--- config.mk ---
export PLATFORM = sky130hd
export DESIGN_NAME = mm_result_writer
export DESIGN_NICKNAME = d
export VERILOG_FILES = /design/src/rtl/mm_result_writer_pkg.sv /design/src/rtl/mm_result_writer_result_fifo.sv /design/src/rtl/mm_result_writer.sv
export SDC_FILE = /design/constraint.sdc
export NUM_CORES = 1
export LEC_CHECK = 0
export ABC_AREA = 1
export BUFFER_PORTS_ARGS = -buffer_cell sky130_fd_sc_hd__buf_2
export CORE_MARGIN = 3
export CORE_UTILIZATION = 56
export CTS_CLUSTER_SIZE = 10
export DETAILED_ROUTE_END_ITERATION = 8
export PLACE_DENSITY = 0.83
export REMOVE_ABC_BUFFERS = 1
export SYNTH_ARGS = -nofsm -noshare
export SYNTH_HDL_FRONTEND = slang
export SYNTH_SLANG_ARGS = --single-unit
export TNS_END_PERCENT = 30
--- constraint.sdc ---
create_clock -name clk -period 3.2 [get_ports clk]
set_input_delay 0 -clock clk [delete_from_list [all_inputs] [get_ports clk]]
set_output_delay 0 -clock clk [all_outputs]
set_load 0.02 [all_outputs]
--- src/rtl/mm_result_writer_pkg.sv ---
// Shared widths, FSM state encoding and FIFO entry layout for the result writer.
package mm_result_writer_pkg;
  localparam int DATA_W = 20;
  localparam int ADDR_W = 4;

  typedef enum logic [1:0] {IDLE, RUN, DRAIN, DONE} state_t;

  typedef struct packed {
    logic [ADDR_W-1:0] addr;
    logic [DATA_W-1:0] data;
  } fifo_entry_t;

  localparam int ENTRY_W = $bits(fifo_entry_t);
endpackage

--- src/rtl/mm_result_writer_result_fifo.sv ---
// Small synchronous FIFO holding {addr, data} result entries; head is read from
// registered storage and forced to zero while empty.
module result_fifo
  import mm_result_writer_pkg::*;
#(
  parameter int DEPTH = 2,
  parameter int WIDTH = ENTRY_W
) (
  input  logic             clk,
  input  logic             rst,
  input  logic             i_clear,
  input  logic             i_push,
  input  logic [WIDTH-1:0] i_push_data,
  input  logic             i_pop,
  output logic [WIDTH-1:0] o_head,
  output logic             o_full,
  output logic             o_empty
);
  localparam int PTR_W = (DEPTH > 1) ? $clog2(DEPTH) : 1;
  localparam logic [PTR_W:0] FULL_CNT = (PTR_W+1)'(DEPTH);

  logic [WIDTH-1:0] r_mem [DEPTH];
  logic [PTR_W-1:0] r_wr_ptr;
  logic [PTR_W-1:0] r_rd_ptr;
  logic [PTR_W:0]   r_count;
  logic             w_do_push;
  logic             w_do_pop;

  assign o_full    = (r_count == FULL_CNT);
  assign o_empty   = (r_count == '0);
  assign w_do_pop  = i_pop && !o_empty;
  // A full FIFO still accepts a push when the head leaves in the same cycle.
  assign w_do_push = i_push && (!o_full || w_do_pop);
  assign o_head    = o_empty ? '0 : r_mem[r_rd_ptr];

  // NOTE: state registers use non-blocking assignments so every flop samples pre-edge values.
  always_ff @(posedge clk) begin
    if (rst || i_clear) begin
      r_wr_ptr <= '0;
      r_rd_ptr <= '0;
      r_count  <= '0;
    end else begin
      if (w_do_push) r_wr_ptr <= r_wr_ptr + 1'b1;
      if (w_do_pop)  r_rd_ptr <= r_rd_ptr + 1'b1;
      case ({w_do_push, w_do_pop})
        2'b10:   r_count <= r_count + 1'b1;
        2'b01:   r_count <= r_count - 1'b1;
        default: r_count <= r_count;
      endcase
    end
  end

  // NOTE: storage is not reset; the empty gating on o_head hides its stale contents.
  always_ff @(posedge clk) begin
    if (w_do_push) r_mem[r_wr_ptr] <= i_push_data;
  end
endmodule

--- src/rtl/mm_result_writer.sv ---
// Captures dot-product results, tags them with row-major addresses, buffers them
// and writes them out through a ready/valid port; pulses done after the last write.
module mm_result_writer
  import mm_result_writer_pkg::*;
#(
  parameter int FIFO_DEPTH = 2
) (
  input  logic              clk,
  input  logic              rst,
  input  logic              start,
  input  logic [1:0]        m1_rows_m1,
  input  logic [1:0]        m2_cols_m1,
  input  logic              acc_valid,
  input  logic [DATA_W-1:0] acc_data,
  output logic              wr_en,
  output logic [ADDR_W-1:0] wr_addr,
  output logic [DATA_W-1:0] wr_data,
  input  logic              wr_ready,
  output logic              busy,
  output logic              done,
  output logic              overflow,
  output logic [ADDR_W:0]   result_cnt
);
  localparam int CNT_W = ADDR_W + 1;

  state_t            r_state;
  logic [1:0]        r_cols_m1;
  logic [1:0]        r_row;
  logic [1:0]        r_col;
  logic [CNT_W-1:0]  r_total;
  logic [CNT_W-1:0]  r_push_cnt;
  logic [CNT_W-1:0]  r_result_cnt;
  logic              r_busy;
  logic              r_done;
  logic              r_overflow;

  logic              w_push;
  logic              w_pop;
  logic              w_clear;
  logic              w_fifo_full;
  logic              w_fifo_empty;
  logic [ADDR_W-1:0] w_addr;
  fifo_entry_t       w_push_entry;
  fifo_entry_t       w_head;

  assign w_addr       = ADDR_W'(r_row) * (ADDR_W'(r_cols_m1) + ADDR_W'(1)) + ADDR_W'(r_col);
  assign w_push_entry = '{addr: w_addr, data: acc_data};
  assign w_push       = (r_state == RUN) && acc_valid;
  assign w_pop        = !w_fifo_empty && wr_ready;
  assign w_clear      = (r_state == IDLE) && start;

  result_fifo #(.DEPTH(FIFO_DEPTH), .WIDTH(ENTRY_W)) u_fifo (
    .clk        (clk),
    .rst        (rst),
    .i_clear    (w_clear),
    .i_push     (w_push),
    .i_push_data(w_push_entry),
    .i_pop      (w_pop),
    .o_head     (w_head),
    .o_full     (w_fifo_full),
    .o_empty    (w_fifo_empty)
  );

  assign wr_en      = !w_fifo_empty;
  assign wr_addr    = w_head.addr;
  assign wr_data    = w_head.data;
  assign busy       = r_busy;
  assign done       = r_done;
  assign overflow   = r_overflow;
  assign result_cnt = r_result_cnt;

  always_ff @(posedge clk) begin
    if (rst) begin
      r_state      <= IDLE;
      r_cols_m1    <= '0;
      r_row        <= '0;
      r_col        <= '0;
      r_total      <= '0;
      r_push_cnt   <= '0;
      r_result_cnt <= '0;
      r_busy       <= 1'b0;
      r_done       <= 1'b0;
      r_overflow   <= 1'b0;
    end else begin
      r_done <= 1'b0;
      if (w_pop) r_result_cnt <= r_result_cnt + 1'b1;
      case (r_state)
        IDLE: begin
          if (start) begin
            r_cols_m1    <= m2_cols_m1;
            r_total      <= (CNT_W'(m1_rows_m1) + CNT_W'(1)) * (CNT_W'(m2_cols_m1) + CNT_W'(1));
            r_row        <= '0;
            r_col        <= '0;
            r_push_cnt   <= '0;
            r_result_cnt <= '0;
            r_overflow   <= 1'b0;
            r_busy       <= 1'b1;
            r_state      <= RUN;
          end
        end
        RUN: begin
          if (acc_valid) begin
            // Dropped words still consume their address slot.
            if (w_fifo_full && !w_pop) r_overflow <= 1'b1;
            if (r_col == r_cols_m1) begin
              r_col <= '0;
              r_row <= r_row + 1'b1;
            end else begin
              r_col <= r_col + 1'b1;
            end
            r_push_cnt <= r_push_cnt + 1'b1;
            if (r_push_cnt + 1'b1 == r_total) r_state <= DRAIN;
          end
        end
        DRAIN: begin
          if (w_pop && (r_result_cnt + 1'b1 == r_total)) begin
            r_done  <= 1'b1;
            r_busy  <= 1'b0;
            r_state <= DONE;
          end
        end
        DONE:    r_state <= IDLE;
        default: r_state <= IDLE;
      endcase
    end
  end
endmodule

**After elaboration in Yosys (flattened, before gate mapping)**

Memories as Yosys holds them, arrays and structs flattened. A register that Yosys moved wholly into a read port is not among the register bits.
Cells that the tools add are included.

- Register bits after elaboration: 30
- Latch bits: 0
- Bits in writable memories: 48
- Bits in read-only memories: 0
- Input port bits: 29
- Output and inout bits: 33
- Word-level logic and storage cells: 100
- Memories: 1

- Add/subtract/negate cells: 12
- Multiply operators: 2
- Div/mod/pow operators: 0
- $lt $le $gt $ge: 0
- Eq/ne operators: 15
- Shifts and indexed selects: 0
- Multiplexer cells: 32
- Bitwise logic cells: 1
- Reductions and logical operators: 24

Memories:

| memory | depth | width | rd ports | clocked after Yosys merged registers in | wr ports | line | source |
|---|---|---|---|---|---|---|---|
| u_fifo.r_mem | 2 | 24 | 1 | 1 | 1 | mm_result_writer_result_fifo.sv:22 | `logic [WIDTH-1:0] r_mem [DEPTH];` |

Operators by type and width:

| operator | number |
|---|---|
| 5-bit 2-to-1 mux | 5 |
| 24-bit 2-to-1 mux | 1 |
| 2-bit 2-to-1 mux | 9 |
| 2-bit case mux with 2 select lines | 3 |
| 4-bit AND reduction | 3 |
| 5-bit by 1-bit adder with 5-bit output (second input constant) | 2 |
| 5-bit == test | 2 |
| 1-bit 2-to-1 mux | 10 |
| 5-bit case mux with 2 select lines | 1 |
| 2-bit by 1-bit adder with 3-bit output (second input constant) | 3 |
| 2-bit == test (second input constant) | 4 |
| 2-bit case mux with 4 select lines | 1 |
| 1-bit logical AND | 7 |
| 2-bit by 1-bit adder with 2-bit output (second input constant) | 3 |
| 2-bit by 1-bit inequality test with 1-bit output (second input constant) | 3 |
| 2-bit inequality test (second input constant) | 3 |
| 3-bit AND reduction | 2 |
| 2-bit nonzero test | 3 |
| 3-bit by 3-bit multiplier with 5-bit output | 1 |
| 4-bit by 2-bit adder with 4-bit output | 1 |
| 2-bit by 1-bit == test with 1-bit output (second input constant) | 2 |
| 2-bit zero test | 2 |
| 2-bit by 3-bit multiplier with 4-bit output | 1 |
| 1-bit case mux with 2 select lines | 2 |
| 8 further kinds | 12 |

**Logic depth before layout (Yosys ltp)**

Gate-level depths: netlist (run 1).

- Depth after elaboration: 8
- Gate-level depth with buffers: 13
- Mapped depth without buffers: 13

**By module**

Synthesis (run 1) repeated with hierarchy kept, for this count alone.

- Cell total of the unflattened synthesis: 420
- Area, all modules: 3791.1 sq um

By module, submodules not included:

| module | times used | cells each | area an instance (sq um) | seq. area each (sq um) |
|---|---|---|---|---|
| result_fifo | 1 | 166 | 2040.7 | 1541.5 |
| mm_result_writer | 1 | 254 | 1750.4 | 520.5 |

**Worst setup path after synthesis (run 1)**

OpenSTA, ideal clock, no wires.

- Path type: reg2reg
- From: register r_cols_m1[0]
- To: memory u_fifo.r_mem[0][23] in the netlist's numbering, data pin
- Library setup time: 267 ps
- Arrival: 1999 ps
- Data required time: 2933 ps
- Slack: 934 ps
- Stages on the path, launching flop included: 9
- Buffers on the path: 0
- Period minus slack after synthesis: 2266 ps
- Cells stage by stage: dfxtp_1 ha_1 nand2_1 inv_1 fa_1 ha_1 fa_1 xnor2_1 xor2_1

- Cells in the longest elaborated chain, start to end: 3

Ends and longest elaborated chain:

| item | line | source |
|---|---|---|
| from (decl) | mm_result_writer.sv:27 | `logic [1:0] r_cols_m1;` |
| from (signal assigned) | mm_result_writer.sv:90 | `r_cols_m1 <= m2_cols_m1;` |
| 2-bit by 1-bit adder with 3-bit output | mm_result_writer.sv:46 | `assign w_addr = ADDR_W'(r_row) * (ADDR_W'(r_cols_m1) + ADDR_W'(1)) + ADDR_W'(r_col);` |
| 2-bit by 3-bit multiplier with 4-bit output | mm_result_writer.sv:46 |  |
| 4-bit by 2-bit adder with 4-bit output | mm_result_writer.sv:46 |  |
| via u_fifo.i_push_data[23] | mm_result_writer_result_fifo.sv:13 | `input logic [WIDTH-1:0] i_push_data,` |
| to (decl) | mm_result_writer_result_fifo.sv:22 |  |

The timed path passes the listed nets, and every way through them passes these cells.

**Final worst setup path (run 1)**

- From: input port m2_cols_m1[1]
- To: register r_total[4]

- Cells in the longest elaborated chain, start to end: 2

Ends and longest elaborated chain:

| item | line | source |
|---|---|---|
| from (decl) | mm_result_writer.sv:12 | `input logic [1:0] m2_cols_m1,` |
| 2-bit by 1-bit adder with 3-bit output | mm_result_writer.sv:91 | `r_total <= (CNT_W'(m1_rows_m1) + CNT_W'(1)) * (CNT_W'(m2_cols_m1) + CNT_W'(1));` |
| 3-bit by 3-bit multiplier with 5-bit output | mm_result_writer.sv:91 |  |
| to (signal assigned) | mm_result_writer.sv:91 |  |
| to (decl) | mm_result_writer.sv:30 | `logic [CNT_W-1:0] r_total;` |

No other way between the ends.
A chain may end at the register's enable or synchronous reset.

==> parameters.txt, run 1 <==
Parameter                              Value

Global route
  Wire length of the first global-routing pass    13,100 um
  Maximum number of pins on one net before global-route repair    26
  GR Util All Layers    0.224
  Overflow left after global routing    0
  Antenna violations before repair    0
  Number of global-route vias before repair    2,942

Routing
  Number of detailed-route iterations in the first pass    4
  Number of vias per cell    5.32
  Residual DRC    0
  Number of DRC violations after detailed-routing iteration 0    between 100 and 150
  Post-detailed-route wirelength per cell    14.3 um
  Total length of routed wires    8300 um
  Residual antenna-violating net count after detailed routing    0
  Vias post-DR    3,078

Worst setup path
  Highest fanout seen on the critical path    3
  Depth of the most critical reg-to-reg path    8
  Crit path capture type    flip-flop
  Worst r2r dst    u_fifo.r_mem[1][23]
  Reg-to-reg setup timing slack    0.80 ns
  Critical Path AT    approximately 2.7 ns
  Worst setup SP type    primary input
  Source of the worst register-to-register timing path    r_cols_m1[0]
  Crit Path Class    in -> reg
  Data required time of the worst path    3.45 ns

Place
  Cell Count Post-Placement    around 540
  Number of I/O port buffers    61
  Routability-driven placement congestion ratio    0.834
  DPL Wire Length    about 5500 um

Logic synthesis
  Mapped Area    about 3700 um2
  Seq/Total Area, Yosys    0.556
  Synth Flop Type    edfxtp_1
  FF+latch count, synth    79
  Instance count of the mapped netlist    411
  Proportion of register bits with asynchronous set or reset after synthesis    0
  Count of warnings emitted by yosys    0
  Number of synthesized flops with an enable pin    48
  Number of library cell types mapped by synthesis    26
  Avg Inst Size Synth    between 9 and 10 um2

Power and ir drop
  Peak ir drop on the vdd network    377 uV
  Power consumption    2.86 mW
  NetSw    1.07 mW
  Power per Cell Area    636 nW/um2
  Clock network power share    0.243
  P_int    1.80 mW
  Leakage Power    2.01 nW
  Sequential share of power    0.451
  Combinational power share    0.306
  Net Sw Frac    0.372

Final layout
  Number of non-filler instances in the completed layout    579
  Core utilization of the finished layout    0.705
  Number of nets in the final layout    545
  Filler cell count in the final layout    around 450
  Share of cells above drive strength 1    0.177
  Area used by multi-input combinational logic    1410 um2
  Number of antenna cells inserted    0
  Area growth, synth to finish    21.4%
  Sequential cell area in the final layout    2060 um2

Clock tree
  Max Root-Sink Buffers    2
  Clock tree root buffer cell    clkbuf_8
  Clock sink count    79
  Number of gates resized after cts    0
  Clk pin slew, worst setup/hold paths    roughly 0.080 ns
  Number of buffers added by the clock tree synthesis step    9
  Clock tree from TritonCTS    yes
  Max H-tree Level    3
  Clock network latency to the later pin of the worst-skew pair    0.36 ns
  Number of setup buffers added after CTS    0

Timing
  Setup TNS    0 ns
  Max transition margin    0.534
  Final worst path period need    2.43 ns
  Max Clock Skew    around 0.017 ns
  Final cycle utilization of the critical path    0.758
  Final Hold Fails    0
  Number of max-slew violations in the final report    0
  Number of endpoints failing setup at the final stage    0
  Maximum clock frequency    between 0.4 and 0.5 GHz
  Setup repair after global routing missed its margin    no
  Actual slew at the worst max-slew pin    0.698 ns

Floorplanning
  Y dimension of the die    87.4 um
  Horizontal extent of the die    87.4 um
  Core Rows    29
  Io pins    62
  Effective utilization at floorplan    0.581
  Total Die Area    7630 um2
  Floorplan Core Area    about 6400 um2

Worst hold path
  Startpoint of the tightest hold check path    wr_ready
  Worst min-delay path category    in -> reg
  Cell depth of the worst hold path    4
  Hold endpoint    overflow

Run status
  Run status    complete, no violations

Flow run
  Number of max-cap violations    0
-- cell usage in the layout, fill, tap and decap left out, types with 7 or more instances in the layout --
cell | Yosys | final
a21oi_1 | 42 | 42
buf_2 | 1 | 61
clkbuf_8 | 0 | 9
dfxtp_1 | 31 | 31
dlygate4sd3_1 | 0 | 22
edfxtp_1 | 48 | 48
ha_1 | 15 | 15
inv_1 | 52 | 52
nand2_1 | 119 | 119
nand3_1 | 19 | 19
nand4_1 | 7 | 7
nor2_1 | 27 | 25
o21ai_0 | 7 | 7
-- worst max path at each step --
stage | startpoint | slack (ns) | end | cells after the start
floorplan | r_cols_m1[0] | 0.93 | u_fifo.r_mem[0][23] | 8
global placement | r_cols_m1[0] | 0.91 | u_fifo.r_mem[0][23] | 8
detailed placement | r_cols_m1[0] | 0.84 | u_fifo.r_mem[0][23] | 8
CTS | m2_cols_m1[1] | 0.76 | r_total[4] | 12
global route | m2_cols_m1[1] | 0.62 | r_total[4] | 12
finish | m2_cols_m1[1] | 0.77 | r_total[4] | 12
-- critical path: stages --
cell and delay (ns):
dlygate4sd3_1 0.53, buf_2 0.13, ha_1 0.31, nand2_1 0.09, fa_1 0.51, inv_1 0.04, ha_1 0.20, fa_1 0.38
xnor2_1 0.15, xor2_1 0.13, o21ai_0 0.14, inv_1 0.06
-- registers in the layout, indices dropped and copies added, names as in the netlist, named ones only --
name	cells
done	1
r_state	2
result_cnt	5
r_push_cnt	5
u_fifo.r_rd_ptr	1
u_fifo.r_wr_ptr	1
u_fifo.r_count	2
r_row	2
busy	1
overflow	1
r_total	5
r_cols_m1	2
u_fifo.r_mem	48
r_col	2
-- logic make-up after synthesis --
family | synth area share
and+or+nand+nor | 0.204
adders and majority gates | 0.0722
buffers and inverters | 0.0662
xor gates and xnor gates | 0.0189
AOI/OAI and AO/OA | 0.0830
DFF | 0.556
-- stage by stage --
| stage | area (um2) | hold slack, ns | setup WS (ns) |
|---|---|---|---|
| 2_1_floorplan | 3660 | 0.0691 | 0.934 |
| 3_3_place_gp | 4090 | 0.189 | 0.906 |
| 3_5_place_dp | 4090 | 0.192 | 0.838 |
| 4_1_cts | 4500 | 0.0354 | 0.756 |
| 5_1_grt | 4500 | 0.0314 | 0.624 |
| 6_report | 4500 | 0.0484 | 0.773 |
-- power by group through the flow --
stage / clock network (mW) / registers, mW / logic, mW
floorplan: 0 / 1.31 / 0.587
global placement: 0 / 1.30 / 0.816
detailed placement: 0 / 1.31 / 0.843
CTS: 0.700 / 1.29 / 0.872
global route: 0.756 / 1.30 / 0.991
finish: 0.697 / 1.29 / 0.877
-- Yosys cell counts, types with 4 or more instances --
library cell	count	area [um2]
xor2_1	5	43.8
dfxtp_1	31	621
o21ai_0	7	35.0
nor2_1	27	101
nand2_1	119	447
a21oi_1	42	210
fa_1	4	80.1
inv_1	52	195
ha_1	15	188
edfxtp_1	48	1440
nand3_1	19	95.1
clkbuf_1	8	30.0
a211oi_1	5	37.5
nand4_1	7	43.8
-- routing by layer --
layer  wire, um  vias to the layer above  GRT usage
met5          0                        -          0
met4        179                        0     0.0781
met3        484                       18     0.0662
met2       4300                       97      0.398
met1       3340                     1436      0.255
li1           -                     1527          -
-- what timing repair did --
item                                   in CTS  in global routing
setup endpoints to repair                   0                  0
hold buffers                               22                  0
endpoints found under the hold margin      49                  0
-- area by class of cell --
type | instances | share of cell area
flip-flops and latches | 79 | 0.458
multi-input cells | 268 | 0.312
repair buffers | 87 | 0.123
inverters | 52 | 0.0434
clock buffers | 9 | 0.0275
well taps | 77 | 0.0214
clock inverters | 7 | 0.0139
(Power assumes the default switching activity.)
==> run 2: changes to the inputs <==
CORE_UTILIZATION = 51   (was 56)
PLACE_DENSITY = 0.8   (was 0.83)
clock period = 2.2 ns   (was 3.2 ns; I/O delays follow)
==> run 2 against run 1 <==
Final area increased by 1.9%. Utilization decreased by 4.1 points. Sequential share of layout area decreased by 0.81 points. Total power increased by 45%. Wire length decreased by 3.8%. Critical endpoint is now u_fifo.r_mem[1][23]. Largest power group unchanged. Largest cell class unchanged. Highest routed layer unchanged. Combinational power increased by 49%. Die area increased by 9.1%.
==> parameters.txt, run 2 (synthesized netlist as in run 1, its figures left out) <==
Parameter                              Value

Timing
  Final Hold Fails    0
  Max transition margin    0.468
  Final worst path period need    2.20 ns
  Final worst hold slack    0.0338 ns
  Actual slew at the worst max-slew pin    0.797 ns
  Maximum clock frequency    0.455 GHz
  Number of endpoints failing setup at the final stage    0
  Setup repair after global routing missed its margin    yes
  Number of max-slew violations in the final report    0
  Max Clock Skew    0.00788 ns
  Final cycle utilization of the critical path    0.998

Power and ir drop
  Combinational power share    0.314
  Sequential share of power    0.452
  Power per Cell Area    906 nW/um2
  NetSw    1.51 mW
  Net Sw Frac    0.364
  Clock network power share    0.234
  P_int    2.64 mW
  Leakage Power    between 2 and 2.5 nW
  Peak ir drop on the vdd network    414 uV

Final layout
  Register name with the most flops    u_fifo.r_mem
  Number of non-filler instances in the completed layout    603
  Core utilization of the finished layout    0.664
  Number of antenna cells inserted    0
  Number of nets in the final layout    550
  Most frequent cells in the layout    nand2_1 (118), buf_2 (61), inv_1 (51)
  Flip-flop count of the largest register after layout    48
  Area growth, synth to finish    23.7%
  Most common library cell in the layout ignoring fill and taps    nand2_1
  Share of cells above drive strength 1    0.199

Floorplanning
  Effective utilization at floorplan    0.537
  Core Rows    30
  Io pins    62
  Total Die Area    8330 um2
  Floorplan Core Area    6910 um2
  Y dimension of the die    91.3 um
  Horizontal extent of the die    around 90 um

Routing
  Post-detailed-route wirelength per cell    approximately 13 um
  Number of DRC violations after detailed-routing iteration 0    125
  Vias post-DR    roughly 3,000
  Total length of routed wires    7980 um
  Residual DRC    0
  Residual antenna-violating net count after detailed routing    0
  Number of vias per cell    5.04
  Number of detailed-route iterations in the first pass    4

Run status
  Run status    complete, no violations

Clock tree
  Clock tree from TritonCTS    yes
  Clk pin slew, worst setup/hold paths    0.09 ns
  Clock sink count    79
  Clock tree root buffer cell    clkbuf_8
  Max H-tree Level    3
  Max Root-Sink Buffers    2
  Number of setup buffers added after CTS    0
  Clock network latency to the later pin of the worst-skew pair    0.34 ns
  Number of buffers added by the clock tree synthesis step    9

Worst setup path
  Critical path's largest stage delay    ~0.44 ns
  Instance count on the critical path    8
  Worst setup SP type    flip-flop
  Worst r2r dst    u_fifo.r_mem[1][23]
  Crit Path Class    reg -> reg
  End of the critical path    u_fifo.r_mem[1][23]
  Critical path origin    r_cols_m1[0]
  Library cell contributing the largest single delay on the critical path    fa_1
  Depth of the most critical reg-to-reg path    8
  Source of the worst register-to-register timing path    r_cols_m1[0]
  Reg-to-reg setup timing slack    0.004 ns
  Cell family with the largest share of critical-path delay    adder cells
  Critical Path AT    approximately 2.3 ns
  Worst path buffer plus inverter count    1
  Data required time of the worst path    ~2.3 ns
  Crit path capture type    flip-flop
  Highest fanout seen on the critical path    2
  Cell Chain, Critical Path    ha_4 > nand2_2 > inv_2 > fa_1 > ha_2 > fa_2 > xnor2_2 > xor2_1

Place
  DPL Wire Length    between 5000 and 6000 um
  Number of I/O port buffers    61
  Cell Count Post-Placement    565
  Routability-driven placement congestion ratio    0.811

Global route
  Antenna violations before repair    0
  Number of global-route vias before repair    2,994
  Overflow left after global routing    0
  Wire length of the first global-routing pass    13,400 um
  Maximum number of pins on one net before global-route repair    26
  GR Util All Layers    0.199

Worst hold path
  Worst min-delay path category    in -> reg

Flow run
  Number of max-cap violations    0
[run 2: cell count changes in the layout (fill, tap and decap cells not counted), moves of 2 or more]
| cell | before | now |
|---|---|---|
| dfxtp_2 | 0 | 2 |
| buf_4 | 4 | 9 |
| dfxtp_1 | 31 | 29 |
| ha_1 | 15 | 13 |
[run 2: power groups by stage]
stage | registers (mW) | logic (mW) | clock network (mW)
floorplan | 1.91 | 0.854 | 0
global placement | 1.89 | 1.22 | 0
detailed placement | 1.90 | 1.26 | 0
CTS | 1.88 | 1.30 | 0.996
global route | 1.90 | 1.49 | 1.07
finish | 1.88 | 1.31 | 0.972
[run 2: per-layer routing]
metal  routed length (um)  track usage  part of all wire
met2                 4060        0.353              0.51
met4                  111       0.0704             0.014
met5                    0            0                 0
met1                 3340        0.228              0.42
met3                  465       0.0572             0.058
[run 2: worst min-delay path by stage]
stage	slack (ns)	startpoint	cells after the start	end
6_report	0.03	m1_rows_m1[0]	4	r_total[0]
5_1_grt	0.08	wr_ready	4	overflow
4_1_cts	0.02	m1_rows_m1[0]	4	r_total[0]
3_5_place_dp	0.19	acc_data[9]	1	u_fifo.r_mem[0][9]
3_3_place_gp	0.19	acc_data[9]	1	u_fifo.r_mem[1][9]
2_1_floorplan	0.07	rst	1	busy
[run 2: area by class of cell]
type	count	area (um2)
Clock buffer	9	124
Clock inverter	7	57.6
Fill cell	546	2320
Inverter	52	195
Multi-Input combinational cell	268	1430
Sequential cell	79	2060
Tap cell	96	120
Timing Repair Buffer	92	593
[run 2: what timing repair did]
| item | 4_1_cts | 5_1_grt |
|---|---|---|
| hold buffers | 22 | 0 |
| resized for setup | 5 | 3 |
| endpoints found under the hold margin | 49 | 0 |
| endpoints found under the setup margin | 2 | 2 |
| pin swaps | 1 | 0 |
[run 2: worst register-to-register path, cell delays in order, from the launching register on]
cell and delay [ns]:
dfxtp_2 0.34, ha_4 0.24, nand2_2 0.06, inv_2 0.03
fa_1 0.44, ha_2 0.19, fa_2 0.35, xnor2_2 0.14
xor2_1 0.16
[run 2: per-stage QoR]
stage | total power, mW | instance area (um2) | setup TNS [ns] | worst slack (ns)
floorplan | 2.76 | 3660 | -0.669 | -0.0662
global placement | 3.11 | 4160 | -0.148 | -0.0740
detailed placement | 3.16 | 4160 | -0.349 | -0.135
CTS | 4.17 | 4580 | 0 | 0.00636
global route | 4.46 | 4590 | -0.0949 | -0.0475
finish | 4.16 | 4590 | 0 | 0.00376
